===== src/rtl/os_recomb_acc.sv =====
`default_nettype none
// ============================================================================
// Module   : os_recomb_acc
// Purpose  : Recombines Karatsuba-style GF(2) partial products into limb
//            products and overlap-XORs BEATS of them, at W-bit offsets, into
//            one frame result. Define OS_PARITY_EN to add the out_parity port.
// Revision : 1.0  initial release
// ============================================================================
module os_recomb_acc #(
    parameter int W     = 8,
    parameter int BEATS = 2
) (
    input  logic                     clk,
    input  logic                     rst,
    input  logic                     in_valid,
    output logic                     in_ready,
    input  logic [W-1:0]             in_z0,
    input  logic [2*W-2:0]           in_z1,
    input  logic [W-1:0]             in_z2,
    input  logic [W-2:0]             in_o,
    output logic                     out_valid,
    input  logic                     out_ready,
    output logic [(BEATS+1)*W-2:0]   out_y
`ifdef OS_PARITY_EN
    ,
    output logic                     out_parity
`endif
);

    localparam int c_aw = (BEATS + 1) * W - 1;
    localparam int c_lw = 2 * W - 1;
    localparam int c_cw = (BEATS > 1) ? $clog2(BEATS) : 1;
    localparam logic [c_cw-1:0] c_last = c_cw'(BEATS - 1);

    typedef enum logic [0:0] {
        S_ACC  = 1'b0,
        S_HOLD = 1'b1
    } state_t;

    state_t            r_state;
    logic [c_cw-1:0]   r_cnt;
    logic [c_aw-1:0]   r_acc;
    logic [c_lw-1:0]   w_r;
    logic [c_aw-1:0]   w_r_ext;
    logic [c_aw-1:0]   w_acc_nxt;
    logic              w_accept;

    // Every term fits within 2W-1 bits, so the concatenations are exact
    assign w_r = in_z1
               ^ {{(W-1){1'b0}}, in_z0}
               ^ {in_z2, {(W-1){1'b0}}}
               ^ {{W{1'b0}}, in_o}
               ^ {in_o, {W{1'b0}}};

    always_comb begin
        w_r_ext = '0;
        w_r_ext[c_lw-1:0] = w_r;
    end

    // First beat of a frame overwrites acc so no stale upper bits survive
    assign w_acc_nxt = (r_cnt == '0) ? w_r_ext
                                     : (r_acc ^ (w_r_ext << (int'(r_cnt) * W)));

    assign in_ready  = (r_state == S_ACC) && !rst;
    assign w_accept  = in_valid && in_ready;
    assign out_valid = (r_state == S_HOLD);
    assign out_y     = r_acc;

    always_ff @(posedge clk) begin
        if (rst) begin
            r_state <= S_ACC;
            r_cnt   <= '0;
            r_acc   <= '0;
        end else begin
            case (r_state)
                S_ACC: begin
                    if (w_accept) begin
                        r_acc <= w_acc_nxt;
                        if (r_cnt == c_last) begin
                            r_cnt   <= '0;
                            r_state <= S_HOLD;
                        end else begin
                            r_cnt <= r_cnt + 1'b1;
                        end
                    end
                end
                S_HOLD: begin
                    if (out_ready) begin
                        r_state <= S_ACC;
                    end
                end
                default: r_state <= S_ACC;
            endcase
        end
    end

`ifdef OS_PARITY_EN
    logic r_parity;

    always_ff @(posedge clk) begin
        if (rst) begin
            r_parity <= 1'b0;
        end else if (w_accept) begin
            r_parity <= ^w_acc_nxt;
        end
    end

    assign out_parity = r_parity;
`endif

endmodule
`default_nettype wire


===== config.mk =====
export PLATFORM = sky130hd
export DESIGN_NAME = os_recomb_acc
export DESIGN_NICKNAME = d
export VERILOG_FILES = /design/src/rtl/os_recomb_acc.sv
export SDC_FILE = /design/constraint.sdc
export NUM_CORES = 1
export LEC_CHECK = 0
export CAP_MARGIN = 0
export CORE_MARGIN = 2
export CORE_UTILIZATION = 40
export DETAILED_ROUTE_END_ITERATION = 16
export HOLD_SLACK_MARGIN = 0.1
export PLACE_DENSITY_LB_ADDON = 0.15
export REMOVE_ABC_BUFFERS = 1
export SLEW_MARGIN = 10
export SYNTH_ARGS = -nofsm -noshare
export SYNTH_HDL_FRONTEND = slang
export SYNTH_SLANG_ARGS = --single-unit

===== constraint.sdc =====
create_clock -name clk -period 4.8 [get_ports clk]
set_clock_uncertainty 0.1 [all_clocks]
set_input_delay 0.96 -clock clk [delete_from_list [all_inputs] [get_ports clk]]
set_output_delay 0.96 -clock clk [all_outputs]
set_load 0.03 [all_outputs]

==> key figures <==
Status
  – Status: completed

Setup path
  – Critical Path Slowest Stage Cell: clkdlybuf4s50_1
  – Worst path bufs/invs: 3
  – Worst path arrival time: 2360 ps
  – Max incr delay on CP: 680 ps
  – Data required time of the worst path: 3740 ps
  – CP Max Fanout: 24
  – Crit path cell chain: clkdlybuf4s50_1 > buf_4 > nor2_1 > clkdlybuf4s50_1
  – Crit Path Class: in2out
  – Family with the most delay on the worst path: buffers and inverters
  – Crit-path most repeated cell: clkdlybuf4s50_1
  – Worst Setup End Kind: primary output
  – Startpoint types: input pin

Timing
  – Slew headroom: 0.420
  – RSZ-0062 raised after global routing: false
  – Final hold slack: 390 ps
  – Least-Margin Pin Slew: about 870 ps
  – Setup Viol. Count Final: 0
  – FMAX: slightly below 300 MHz
  – Final hold vios: 0
  – Period utilization: 0.713
  – Slew Limit Fails: 0
  – Min cycle time layout: roughly 3400 ps
  – Post-route setup TNS: 0 ps

Finish
  – Fin area: approximately 2200 um2
  – Share of cells above drive strength 1: 0.0518
  – Final Core Density: 0.638
  – Fin cells: 239
  – Total Nets Final: 236
  – ANT cells: 0
  – Area grow syn2layout: 49.5%

Global route
  – Initial antenna violation count: 0
  – Grt ovf: 0
  – Vias in the first global route: 1298
  – GRT Util Overall: 0.179
  – Largest net degree at the start of global routing: 32
  – First-pass GRT wire length: between 5000 and 6000 um

Die
  – Core area: 3420 um2
  – Die span in y: 64.4 um
  – Die area: 4140 um2
  – Ports: 67
  – Starting density of the core: 0.427
  – Die width: roughly 64 um
  – Num rows: 21

Logic synthesis
  – Area fraction of the dominant cell type after synthesis: 0.343
  – Yosys warning count: 0
  – Cell type with the largest total area after synthesis: dfxtp_1
  – Cell area after synthesis: 1460 um2
  – Netlist cell types: 26
  – Number of synthesized flops with an enable pin: 0
  – Commonest cells in the netlist: 25 x dfxtp_1, 12 x nand3b_1, 9 x or3_1, 9 x xnor3_1
  – Most frequent cell after synthesis: dfxtp_1
  – Syn Inst Count: 130
  – Synth area leaders: dfxtp_1 34%, xnor3_1 14%, xor3_1 9.8%, nand3b_1 6.2%, o32a_1 4.1%
  – Number of synthesized register bits: 25
  – Syn_area_per_cell: 11.2 um2
  – Asr flop ratio synth: 0
  – Seq/Total Area, Yosys: 0.343
  – Top FF cell, synth: dfxtp_1

Placed design
  – Dpl cells: 235
  – Detailed Place HPWL: 2660 um
  – Instance area at placement: roughly 2200 um2
  – Gpl congestion: 0.693
  – Buffers on Ports: 66

Clock tree
  – Clock Latency Late Sink: 320 ps
  – Total clock sinks: 25
  – CTS tree: built
  – CTS clk-pin slew, worst paths: 130 ps
  – Setup Buffers After CTS: 0
  – CTS Buf Count: 3
  – Max Buffers Root-to-Sink: 2
  – CTS HTree Levels: 1
  – Cts-stage hold buffer count: 0
  – Cts repair resizes: 0
  – CTS Root Cell: clkbuf_4

Power and ir drop
  – Leakage: 0.859 nW
  – Max rail drop VDD: 0.171 mV
  – Power Density: 262 nW/um2

Routing
  – Avg WL per Cell: 15.3 um
  – DRT Wirelength: 3650 um
  – 1st-pass router iterations: 4
  – Via count: 1298
  – Antenna-violating nets left: 0
  – Via density: 5.43
  – DR DRC count: 0
  – DR iter-0 viols: 27

Worst hold path
  – Worst Hold Class: reg2reg

Flow run
  – Maxcap violations: 0
-- worst register-to-register path, cell delays in order (launching register included) --
cell and delay [ps]:
dfxtp_1 380, or3b_4 560, or4b_1 580, a41oi_2 180
-- cell type report --
| class | instances | area, um2 |
|---|---|---|
| fill | 297 | 1240 |
| multi-input combinational | 97 | 926 |
| timing repair buffer | 67 | 668 |
| sequential | 25 | 500 |
| tap | 46 | 57.6 |
| clock buffer | 3 | 22.5 |
| clock inverter | 1 | 5.00 |
-- worst paths after layout --
check | startpoint | endpoint | slack [ps] | depth (start not counted)
worst min register to register | flip-flop | flip-flop | 390 | 2
worst max-delay path | rst | in_ready | 1380 | 4
worst min-delay path | flip-flop | flip-flop | 390 | 2
worst max register to register | out_valid$_SDFF_PP0_ | out_y[8]$_SDFFE_PP0P_ | 2940 | 3
-- placed cells by master, fill, tap and decap left out --
cell type,instances
nand2b_1,3
a22o_1,6
nand4b_1,5
o32a_1,6
a41oi_2,1
nor2_1,3
mux2i_1,2
xor2_1,1
o21bai_1,1
clkdlybuf4s50_1,66
nor3_2,1
nand3_1,8
buf_4,1
or3_1,9
nor3b_1,2
a21oi_1,8
xor3_1,6
mux2_2,1
nand3b_1,12
o21ai_0,8
nand2_1,2
clkinv_2,1
clkbuf_4,3
xnor3_1,9
dfxtp_1,25
o21ba_2,1
or4b_1,1
or3b_4,1
-- routing by layer --
layer	GRT usage	part of all wire	vias to the layer above
met5	0	0	-
met4	0.0612	0.0079	0
li1	-	-	629
met1	0.185	0.41	620
met2	0.350	0.52	45
met3	0.0387	0.059	4
-- where the power goes --
group | internal [W] | switching [W] | total, W | leakage [nW]
Clock | 0.0000313 | 0.0000657 | 0.0000970 | 0.0177
Sequential | 0.000229 | 0.0000237 | 0.000253 | 0.205
Combinational | 0.000122 | 0.0000989 | 0.000221 | 0.637
Total | 0.000382 | 0.000188 | 0.000571 | 0.859
-- metrics by stage --
| stage | worst slack (ps) | total power (W) |
|---|---|---|
| 2_1_floorplan | 2380 | 0.000378 |
| 4_1_cts | 1360 | 0.000575 |
| 5_1_grt | 1300 | 0.000600 |
| 3_3_place_gp | 1410 | 0.000472 |
| 6_report | 1380 | 0.000571 |
| 3_5_place_dp | 1370 | 0.000479 |
-- kinds of logic after synthesis --
logic type / after synthesis / share of synthesized area
compound gates: 31 / 0.155
flops: 25 / 0.343
mux: 3 / 0.0215
xor+xnor: 16 / 0.243
buf+inv: 8 / 0.0215
simple gates: 47 / 0.215
No activity file was read; power rests on OpenSTA's default activity.
